`config.mk`:
```
export PLATFORM = sky130hd
export DESIGN_NAME = float_rounder
export DESIGN_NICKNAME = d
export VERILOG_FILES = /design/src/rtl/float_rounder.sv
export SDC_FILE = /design/constraint.sdc
export NUM_CORES = 1
export LEC_CHECK = 0
export CELL_PAD_IN_SITES_DETAIL_PLACEMENT = 0
export CELL_PAD_IN_SITES_GLOBAL_PLACEMENT = 1
export CORE_ASPECT_RATIO = 0.75
export CORE_MARGIN = 8
export CORE_UTILIZATION = 38
export DETAILED_ROUTE_END_ITERATION = 8
export PLACE_DENSITY_LB_ADDON = 0.1
export SLEW_MARGIN = 20
export SYNTH_ARGS = -nofsm -noshare
export SYNTH_HDL_FRONTEND = slang
export SYNTH_SLANG_ARGS = --single-unit
```
`constraint.sdc`:
```
create_clock -name clk -period 4.2 [get_ports clk]
set_input_delay 0.84 -clock clk [delete_from_list [all_inputs] [get_ports clk]]
set_output_delay 0.84 -clock clk [all_outputs]
set_load 0.005 [all_outputs]
```
`src/rtl/float_rounder.sv`:
```
// Back-end rounding stage of the single-precision FPU: denormalizes tiny results,
// applies the rounding mode, detects overflow/underflow and packs the IEEE-754 word.
module float_rounder (
   input  logic        clk,
   input  logic        reset,
   input  logic        flush,
   input  logic        valid_in,
   output logic        ready_out,
   output logic        valid_out,
   input  logic        ready_in,
   input  logic [23:0] man_in,
   input  logic [9:0]  exp_in,
   input  logic        sgn_in,
   input  logic        round_bit,
   input  logic        sticky_bit,
   input  logic        skip_round,
   input  logic        IV_in,
   input  logic [2:0]  rm,
   output logic [31:0] float_out,
   output logic        IV,
   output logic        OF,
   output logic        UF,
   output logic        NX
);

   localparam logic [2:0] RM_RNE = 3'd0;
   localparam logic [2:0] RM_RTZ = 3'd1;
   localparam logic [2:0] RM_RDN = 3'd2;
   localparam logic [2:0] RM_RUP = 3'd3;
   localparam logic [2:0] RM_RMM = 3'd4;

   typedef enum logic [1:0] {
      IDLE   = 2'd0,
      DENORM = 2'd1,
      ROUND  = 2'd2,
      PACK   = 2'd3
   } state_t;

   state_t             state;
   logic [23:0]        man;
   logic signed [9:0]  exp;
   logic               sgn;
   logic               rb;
   logic               sb;
   logic               skip;
   logic               iv;
   logic [2:0]         rmode;
   logic               tiny;
   logic               nx;
   logic               uf;

   logic               accept;
   logic               den_active;
   logic [10:0]        sh_full;
   logic [4:0]         sh;
   logic [51:0]        wide;
   logic [23:0]        den_man;
   logic               den_r;
   logic               den_s;
   logic               inc;
   logic [24:0]        sum;
   logic               ovf;
   logic               to_inf;
   logic [31:0]        packed_word;

   // Handshake: a new operand is taken only while idle and downstream is ready.
   always_comb begin
      ready_out = ready_in && (state == IDLE);
      accept    = valid_in && ready_out;
   end

   // Denormalization shifter; everything shifted below the round bit folds into sticky.
   always_comb begin
      den_active = (exp[9] || (exp == 10'sd0)) && (man != 24'd0);
      sh_full    = 11'd1 - {exp[9], exp};
      if (sh_full > 11'd26) begin
         sh = 5'd26;
      end else begin
         sh = sh_full[4:0];
      end
      wide    = {man, rb, sb, 26'd0} >> sh;
      den_man = wide[51:28];
      den_r   = wide[27];
      den_s   = wide[26] | (|wide[25:0]);
   end

   // Rounding increment; unused rm encodings fall back to round-to-nearest-even.
   always_comb begin
      case (rmode)
         RM_RNE:  inc = rb & (sb | man[0]);
         RM_RTZ:  inc = 1'b0;
         RM_RDN:  inc = (rb | sb) & sgn;
         RM_RUP:  inc = (rb | sb) & ~sgn;
         RM_RMM:  inc = rb;
         default: inc = rb & (sb | man[0]);
      endcase
      sum = {1'b0, man} + {24'd0, inc};
   end

   // Overflow result selection: infinity or largest finite depending on direction.
   always_comb begin
      ovf = (exp >= 10'sd255);
      case (rmode)
         RM_RTZ:  to_inf = 1'b0;
         RM_RDN:  to_inf = sgn;
         RM_RUP:  to_inf = ~sgn;
         default: to_inf = 1'b1;
      endcase
      if (ovf) begin
         if (to_inf) begin
            packed_word = {sgn, 8'hff, 23'h000000};
         end else begin
            packed_word = {sgn, 8'hfe, 23'h7fffff};
         end
      end else begin
         packed_word = {sgn, exp[7:0], man[22:0]};
      end
   end

   // Pipeline sequencer with registered result and flags.
   always_ff @(posedge clk or posedge reset) begin
      if (reset) begin
         state     <= IDLE;
         man       <= 24'd0;
         exp       <= 10'sd0;
         sgn       <= 1'b0;
         rb        <= 1'b0;
         sb        <= 1'b0;
         skip      <= 1'b0;
         iv        <= 1'b0;
         rmode     <= 3'd0;
         tiny      <= 1'b0;
         nx        <= 1'b0;
         uf        <= 1'b0;
         valid_out <= 1'b0;
         float_out <= 32'd0;
         IV        <= 1'b0;
         OF        <= 1'b0;
         UF        <= 1'b0;
         NX        <= 1'b0;
      end else if (flush) begin
         state     <= IDLE;
         man       <= 24'd0;
         exp       <= 10'sd0;
         sgn       <= 1'b0;
         rb        <= 1'b0;
         sb        <= 1'b0;
         skip      <= 1'b0;
         iv        <= 1'b0;
         rmode     <= 3'd0;
         tiny      <= 1'b0;
         nx        <= 1'b0;
         uf        <= 1'b0;
         valid_out <= 1'b0;
         float_out <= 32'd0;
         IV        <= 1'b0;
         OF        <= 1'b0;
         UF        <= 1'b0;
         NX        <= 1'b0;
      end else if (accept) begin
         man       <= man_in;
         exp       <= $signed(exp_in);
         sgn       <= sgn_in;
         rb        <= round_bit;
         sb        <= sticky_bit;
         skip      <= skip_round;
         iv        <= IV_in;
         rmode     <= rm;
         tiny      <= 1'b0;
         nx        <= 1'b0;
         uf        <= 1'b0;
         valid_out <= 1'b0;
         float_out <= 32'd0;
         IV        <= 1'b0;
         OF        <= 1'b0;
         UF        <= 1'b0;
         NX        <= 1'b0;
         state     <= skip_round ? PACK : DENORM;
      end else begin
         case (state)
            IDLE: begin
               if (valid_out && ready_in) begin
                  valid_out <= 1'b0;
                  float_out <= 32'd0;
                  IV        <= 1'b0;
                  OF        <= 1'b0;
                  UF        <= 1'b0;
                  NX        <= 1'b0;
               end
            end
            DENORM: begin
               if (den_active) begin
                  man  <= den_man;
                  rb   <= den_r;
                  sb   <= den_s;
                  exp  <= 10'sd0;
                  tiny <= 1'b1;
               end else begin
                  tiny <= 1'b0;
               end
               state <= ROUND;
            end
            ROUND: begin
               if (sum[24]) begin
                  man <= 24'h800000;
                  exp <= exp + 10'sd1;
               end else begin
                  man <= sum[23:0];
                  // A subnormal that rounds up into the hidden bit becomes the smallest normal.
                  if ((exp == 10'sd0) && sum[23]) begin
                     exp <= 10'sd1;
                  end
               end
               nx    <= rb | sb;
               uf    <= tiny & (rb | sb);
               state <= PACK;
            end
            PACK: begin
               if (skip) begin
                  float_out <= {sgn, exp[7:0], man[22:0]};
                  IV        <= iv;
                  OF        <= 1'b0;
                  UF        <= 1'b0;
                  NX        <= 1'b0;
               end else begin
                  float_out <= packed_word;
                  IV        <= iv;
                  OF        <= ovf;
                  UF        <= uf;
                  NX        <= ovf | nx;
               end
               valid_out <= 1'b1;
               state     <= IDLE;
            end
            default: state <= IDLE;
         endcase
      end
   end

endmodule

```
-- After elaboration in Yosys (flattened, before gate mapping)
Index checks and enable logic that the tools add are counted.
- logic and storage cells: 134
- bits in registers: 84
- output and inout bits: 38
- input port bits: 47
- equality and inequality tests: 10
- bitwise logic cells: 9
- shift-type cells: 1
- add/sub/neg operators: 3
- reductions and logical operators: 21
- mux-type cells: 70
- magnitude comparators: 2
- operator list (kind ; count):
    24-bit two-way mux ; 5
    32-bit two-way mux ; 3
    32-bit case mux with 2 select lines ; 1
    31-bit two-way mux ; 2
    52-bit by 5-bit right shift with 52-bit output ; 1
    10-bit two-way mux ; 5
    24-bit case mux with 2 select lines ; 1
    1-bit two-way mux ; 38
    26-bit OR reduction ; 1
    24-bit by 1-bit adder with 25-bit output ; 1
    24-bit nonzero test ; 1
    10-bit case mux with 2 select lines ; 1
    11-bit by 5-bit greater-than comparator with 1-bit output, second input constant ; 1
    2-bit by 10-bit subtractor with 11-bit output, first input constant ; 1
    10-bit by 2-bit adder with 10-bit output, second input constant ; 1
    10-bit by 9-bit greater-or-equal comparator with 1-bit output, second input constant ; 1
    10-bit zero test ; 1
    1-bit case mux with 2 select lines ; 5
    3-bit nonzero test ; 3
    4-bit nonzero test ; 2
    3-bit by 2-bit equality test with 1-bit output, second input constant ; 2
    2-bit two-way mux ; 3
    3-bit two-way mux ; 2
    2-bit case mux with 3 select lines ; 1
    20 further kinds ; 33

-- Logic depth before layout (Yosys ltp)
Gate-level depths: netlist (run 1).
- depth in word-level cells: 10
- gate-level depth with buffers: 19
- depth with buffers taken out: 16

-- Least setup slack after synthesis (run 1)
Ideal clock, no wire load.
- path type: register -> register
- start point: register exp[1]
- end point: register sb
- data required time: 4.060 ns
- stages on the path, launching flop included: 15
- setup slack: 0.289 ns
- setup time: 0.140 ns
- clock period less this slack: 3.911 ns
- arrival time: 3.770 ns
- path buffers: 3
- cells stage by stage: dfrtp_1 > buf_1 > inv_1 > clkbuf_1 > ha_1 > clkbuf_1 > or4b_1 > o22ai_1 > o221ai_2 > o31a_1 > or3_1 > or4_1 > a31oi_1 > and4_1 > o2111ai_1
- cells in the longest elaborated chain, start to end: 10
- elaborated cells between the ends (all ways): 15
- those cells by class: add/sub: 1; order compare: 1; shift: 1; mux: 5; bitwise: 1; reduce/logical: 6
- ends and longest elaborated chain (what ; RTL line ; RTL):
    from (decl) ; 41 ; logic signed [9:0] exp;
    from (signal assigned) ; 162 ; exp <= $signed(exp_in);
    from (signal assigned) ; 206 ; exp <= exp + 10'sd1;
    2-bit by 10-bit subtractor with 11-bit output ; 75 ; sh_full = 11'd1 - {exp[9], exp};
    11-bit by 5-bit greater-than comparator with 1-bit output ; 76 ; if (sh_full > 11'd26) begin
    5-bit two-way mux ; 76 ;
    52-bit by 5-bit right shift with 52-bit output ; 81 ; wide = {man, rb, sb, 26'd0} >> sh;
    26-bit OR reduction ; 84 ; den_s = wide[26] | (|wide[25:0]);
    1-bit bitwise OR ; 84 ;
    1-bit two-way mux ; 192 ; if (den_active) begin
    1-bit two-way mux ; 180 ; case (state)
    1-bit two-way mux ; 160 ; end else if (accept) begin
    1-bit two-way mux ; 141 ; end else if (flush) begin
    to (signal assigned) ; 165 ; sb <= sticky_bit;
    to (signal assigned) ; 195 ; sb <= den_s;
    to (decl) ; 44 ; logic sb;
Several ways; a longest one is shown, not always the timed one. The select of a mux whose other input is x is not followed.
A chain may end at the register's enable or synchronous reset.

-- Final worst setup path (run 1)
- start point: register exp[2]
- end point: register man[4]
- cells in the longest elaborated chain, start to end: 8
- elaborated cells between the ends (all ways): 13
- those cells by class: add/sub: 1; order compare: 1; eq/ne: 1; shift: 1; mux: 5; reduce/logical: 4
- ends and longest elaborated chain (what ; RTL line ; RTL):
    2-bit by 10-bit subtractor with 11-bit output ; 75 ;
    11-bit by 5-bit greater-than comparator with 1-bit output ; 76 ;
    5-bit two-way mux ; 76 ;
    52-bit by 5-bit right shift with 52-bit output ; 81 ;
    24-bit two-way mux ; 192 ;
    24-bit case mux with 2 select lines ; 180 ;
    24-bit two-way mux ; 160 ;
    24-bit two-way mux ; 141 ;
    to (signal assigned) ; 161 ; man <= man_in;
    to (signal assigned) ; 193 ; man <= den_man;
    to (signal assigned) ; 208 ; man <= sum[23:0];
    to (decl) ; 40 ; logic [23:0] man;
Several ways; a longest one is shown, not always the timed one. The select of a mux whose other input is x is not followed.

==> results.json, run 1 <==
{
  "yosysMostFrequentCell": "nand2_1",
  "ys_warn_count": 0,
  "synth_common_cells": "nand2_1, o21ai_0, dfrtp_1",
  "synth_cells": 972,
  "cpMaxStageDelayCell": "a2111oi_1",
  "crit_path_cell_trace": "inv_1, ha_1, or4b_1, o22ai_1, o221ai_2, buf_4, nor2_1, buf_4, nor2_1, a2111oi_1, buf_4, o41ai_1",
  "avgRoutedWirePerCell_um": 23.0,
  "drv_slew": 0,
  "dp_slack_ns": 0.0926,
  "grt_usage_pct": 24.4,
  "nNetsFinal": 1084,
  "ant_nets": 0,
  "clock-sinks": 84,
  "slew_headroom_pct": 40.6,
  "synth_area_sq_um": 7230,
  "hpwl_mm": 21.6,
  "worst-slew-pin-transition_ns": 0.888,
  "power.static_leakage_nw": 3.36,
  "die_x_um": 175,
  "synth_seq_area_share_pct": 29.1,
  "cp_data_arrival_time_ns": 4.22,
  "synth_area_leader_cell": "dfrtp_1",
  "cp_common_cell": "buf_4",
  "antenna_found_initial": 0,
  "grt_overflow": 0,
  "synth_top_flop_cell": "dfrtp_1",
  "grt_max_degree": 85,
  "first_pass_iters": 6,
  "setup_ws_ns": 0.213,
  "outcome": "completed",
  "cp.required_ns": 4.44,
  "fin_skew_ns": 0.0131,
  "ys_types": 79,
  "initial_core_util_pct": 39.0,
  "gp_congestion": 1.00,
  "htree_levels": 3,
  "path_class": "flop to flop",
  "port_buffers": 84,
  "r2r_setup_slack_ns": 0.21,
  "min_path_type": "flop to flop",
  "rsz0062_at_grt": "no",
  "wirelength_mm": 29.4,
  "cts_resized": 0,
  "die-area_sq_um": 23800,
  "fmax_mhz": 251,
  "critPathBufInv": 4,
  "ir_worst_vdd_mv": 0.357,
  "rows": 43,
  "cts_tree": "done",
  "grt_pass1_wl_mm": 45.6,
  "ys_ff_latch": 84,
  "async_flop_share_pct": 100,
  "vias": 7978,
  "hold_violations": 0,
  "cts-root-buf": "clkbuf_16",
  "finalSetupViolCount": 0,
  "drive_gt1_share_pct": 11.6,
  "cap_violations": 0,
  "period_share_pct": 94.9,
  "syn_to_final_growth_pct": 21.5,
  "critPathCaptureType": "flop",
  "synth.top_cell.area_share_pct": 29.1,
  "p_per_area_nw_per_um2": 692,
  "drt_iter0_markers": 1213,
  "hold_buffers": 0,
  "synth-edff-count": 0,
  "clk_pin_slew_ns": 0.08,
  "n_antenna_cell": 0,
  "coreArea_sq_um": 18600,
  "io_pins": 85,
  "cts.path.max_buffers": 2,
  "numCtsBuffers": 9,
  "clock_latency_ns": 0.35,
  "drt-vias-per-instance": 6.25,
  "critPathLaunchType": "flop",
  "finalSetupTns_ns": 0,
  "fillers": 1918,
  "post-route-min-period_ns": 3.99,
  "die_y_um": 135,
  "synthesis.nets": 1031,
  "cpPeakStageDelay_ns": 0.74,
  "post_cts.repair.setup_buffers": 0,
  "synth_area_leaders": "dfrtp_1, o21ai_0, nand2_1",
  "drcViolationCount": 0,
  "avgSynthCellArea_sq_um": 7.44,
  "grt_pass1_vias": 7412,
  "crit_path_max_fanout": 17,
  "crit_family": "compound AO/OA/AOI/OAI gates"
}
path summary, 6_finish.rpt:
path                                 to  cells after the start    startpoint
setup / recovery                 man[4]                     12        exp[2]
hold / removal             float_out[2]                      2  float_out[2]
setup reg to reg                 man[4]                     12        exp[2]
hold reg to reg            float_out[2]                      2  float_out[2]
max in group asynchronous        man[9]                      3         reset
min in group asynchronous            NX                      3         reset
flip-flops by register name, summed over array words and instances (netlist names), 2 cells and up:
name and flops:
exp 10, float_out 32, man 24, rmode 3, state 2
area by class of cell:
cell class | instances | area (sq um) | area share (%)
Clock buffer | 9 | 225 | 2.56
Clock inverter | 7 | 70.1 | 0.797
Inverter | 24 | 91.3 | 1.04
Multi-Input combinational cell | 758 | 4630 | 52.7
Sequential cell | 84 | 2100 | 23.9
Tap cell | 247 | 309 | 3.52
Timing Repair Buffer | 148 | 1360 | 15.5
tightest hold or removal path: stages (launching register included):
cell and delay (ns):
dfrtp_1 0.34, nand2_1 0.04, o21ai_0 0.06
layout by cell type (no fill, tap or decap), drive strengths merged, types with 11 or more instances in the layout:
cell / n
xnor2: 20
clkdlybuf4s50: 84
nand2: 132
nor2: 74
o31ai: 12
nor4: 17
o221ai: 11
dfrtp: 84
inv: 26
a211oi: 15
ha: 12
nor3: 27
nand3: 25
o21ai: 126
a21oi: 71
mux2i: 19
a31oi: 19
buf: 64
and3: 15
where the power goes:
part / internal, W / total, W / switching, W
combinational: 0.00149 / 0.00409 / 0.00260
sequential: 0.000921 / 0.00120 / 0.000278
clock: 0.000417 / 0.000800 / 0.000383
total: 0.00282 / 0.00608 / 0.00326
routing by layer:
metal	global-route usage (%)	wire (um)	part of all wire [%]
met3	6.88	2990	10
met2	34.5	12000	41
met1	35.7	13900	47
met5	0	0	0
met4	5.87	507	1.7
cells by family after synthesis:
kind of cell,count (synthesis),share of synthesized area [%]
buf+inv,130,7.08
xor+xnor,27,3.27
compound gates,347,31.0
fa+ha+maj,12,2.08
simple gates,343,22.5
mux,29,4.96
flops,84,29.1
through the flow:
step | power (W) | std cells | utilization (%) | hold slack, ns | instance area [sq um]
4_1_cts | 0.00596 | 1277 | 47.3 | 0.487 | 8780
2_1_floorplan | 0.00373 | 972 | - | 0.463 | 7230
3_5_place_dp | 0.00513 | 1261 | 45.7 | 0.472 | 8490
6_report | 0.00608 | 1277 | 47.4 | 0.478 | 8790
3_3_place_gp | 0.00518 | 1261 | 45.7 | 0.459 | 8490
5_1_grt | 0.00643 | 1277 | 47.4 | 0.505 | 8790
No activity file was read; power rests on OpenSTA's default activity.
==> run 2, diff against run 1 <==
Settings changed: RECOVER_POWER set to 100.
==> run 2 against run 1 <==
Net effect: the flow now finishes with violations (capacitance limit, slew limit); worst setup slack lost 0.0080 ns; register-to-register slack is essentially flat; final cell count is the same; fmax shrank 0.20%; critical path type unchanged; largest cell class unchanged; largest power group unchanged; highest routed layer unchanged.
==> results.json, run 2 (synthesis results as in run 1) <==
{
  "ant_nets": 0,
  "io_pins": 85,
  "hold_violations": 0,
  "drt_iter0_markers": 1088,
  "slew_headroom_pct": -45.0,
  "nNetsFinal": 1084,
  "min_path_cells": 2,
  "die_x_um": 175,
  "grt_pass1_vias": 7412,
  "cp_common_cell": "buf_4",
  "antenna_found_initial": 0,
  "grt_overflow": 0,
  "die-area_sq_um": 23800,
  "cpPeakStageDelay_ns": 0.70,
  "fin_skew_ns": 0.0148,
  "critPathCaptureType": "flop",
  "whs_ns": 0.473,
  "vias": 7942,
  "first_pass_iters": 6,
  "post_cts.repair.setup_buffers": 0,
  "grt_max_degree": 85,
  "outcome": "complete, but fails checks",
  "layout_common_cells": "nand2_1, o21ai_0, dfrtp_1, nor2_1, a21oi_1",
  "cp_data_arrival_time_ns": 4.23,
  "power.static_leakage_nw": 3.47,
  "finalSetupTns_ns": 0,
  "wirelength_mm": 29.5,
  "dpl-instance-area_sq_um": 8490,
  "period_share_pct": 95.1,
  "critPathLaunchType": "flop",
  "mostFrequentLayoutCell": "nand2_1",
  "coreArea_sq_um": 18600,
  "numCtsBuffers": 9,
  "htree_levels": 3,
  "drcViolationCount": 0,
  "regArea_sq_um": 2100,
  "min_from": "float_out[8]",
  "gp_congestion": 1.00,
  "rsz0062_at_grt": "no",
  "clock-sinks": 84,
  "cap_violations": 2,
  "p_total_w": 0.00605,
  "finalSetupViolCount": 0,
  "cp.required_ns": 4.44,
  "syn_to_final_growth_pct": 20.9,
  "timing.rr.end": "man[4]",
  "reg.largest.list": "float_out (32), man (24), exp (10)",
  "startpoint": "exp[2]",
  "cts_tree": "done",
  "fillers": 1920,
  "largest_register_ff_count": 32,
  "design_area_sq_um": 8750,
  "worst-slew-pin-transition_ns": 2.17,
  "multi_input_area_sq_um": 4630,
  "post-route-min-period_ns": 4.00,
  "largest_register": "float_out",
  "reg2reg_from": "exp[2]",
  "initial_core_util_pct": 39.0,
  "clk_pin_slew_ns": 0.08,
  "clock_latency_ns": 0.35,
  "finalNonFillerCells": 1277,
  "hpwl_mm": 21.6,
  "grt_pass1_wl_mm": 45.6,
  "fmax_mhz": 250,
  "placed_cells": 1261,
  "drv_slew": 124,
  "drt-vias-per-instance": 6.22,
  "crit_path_cell_trace": "inv_1, ha_1, clkbuf_2, nand2b_1, o41ai_4, o221ai_2, buf_4, nor2_1, buf_4, nor2_1, a2111oi_1, buf_4, o41ai_1",
  "n_antenna_cell": 0,
  "rr_worst_depth": 13,
  "path_class": "flop to flop",
  "avgRoutedWirePerCell_um": 23.1,
  "crit_path_max_fanout": 17,
  "grt_usage_pct": 24.4,
  "cts-root-buf": "clkbuf_16",
  "die_y_um": 135,
  "worstHoldEndpoint": "float_out[8]",
  "p_per_area_nw_per_um2": 692,
  "ir_worst_vdd_mv": 0.354,
  "cts.path.max_buffers": 2,
  "port_buffers": 84,
  "cpMaxStageDelayCell": "a2111oi_1",
  "rows": 43,
  "r2r_setup_slack_ns": 0.20,
  "min_path_type": "flop to flop",
  "drive_gt1_share_pct": 11.1,
  "violations": "capacitance limit, slew limit"
}
[run 2: area by class of cell]
class                           count  area share [%]
Clock buffer                        9            2.57
Clock inverter                      7           0.801
Inverter                           24            1.04
Multi-Input combinational cell    758            52.9
Sequential cell                    84            24.0
Tap cell                          247            3.53
Timing Repair Buffer              148            15.1
[run 2: through the flow]
stage	util [%]	setup WS, ns
finish	47.1	0.205
global route	47.1	0.00748
CTS	47.3	0.0643
detailed placement	45.7	0.0926
global placement	45.7	0.190
floorplan	-	0.289
[run 2: worst max path at each step]
stage / endpoint / slack (ns) / cells past startpoint
floorplan: sb / 0.29 / 14
global placement: exp[5] / 0.19 / 16
detailed placement: exp[5] / 0.09 / 16
CTS: exp[5] / 0.06 / 16
global route: man[16] / 0.007 / 15
finish: man[4] / 0.20 / 13
[run 2: worst max-delay path, delay by kind of cell (launching register included)]
family / cells / cell delay [ns]
buffers and inverters: 5 / 1.11
AND/OR/NAND/NOR: 3 / 0.75
adder cells (fa/ha/maj): 1 / 0.20
AO/OA/AOI/OAI: 4 / 1.33
flip-flops: 1 / 0.48
[run 2: power by group]
group	leakage [nW]	switching, W	internal (W)	total (W)
Sequential	1.16	0.000280	0.000921	0.00120
Combinational	2.18	0.00260	0.00145	0.00405
Clock	0.135	0.000388	0.000417	0.000805
Total	3.47	0.00326	0.00279	0.00605
[run 2: layer usage]
metal / track usage, % / part of all wire, % / vias up / wire length (um)
met5: 0 / 0 / - / 0
met4: 5.87 / 2.0 / 0 / 581
met3: 6.88 / 11 / 51 / 3190
met2: 34.5 / 40 / 457 / 11900
met1: 35.7 / 47 / 3743 / 13800
li1: - / - / 3691 / -
[run 2: what timing repair did]
| action | CTS | global route |
|---|---|---|
| endpoints found under the setup margin | 0 | 10 |
| hold buffers | 0 | 0 |
| endpoints found under the hold margin | 0 | 0 |
| gates resized for setup | 0 | 3 |
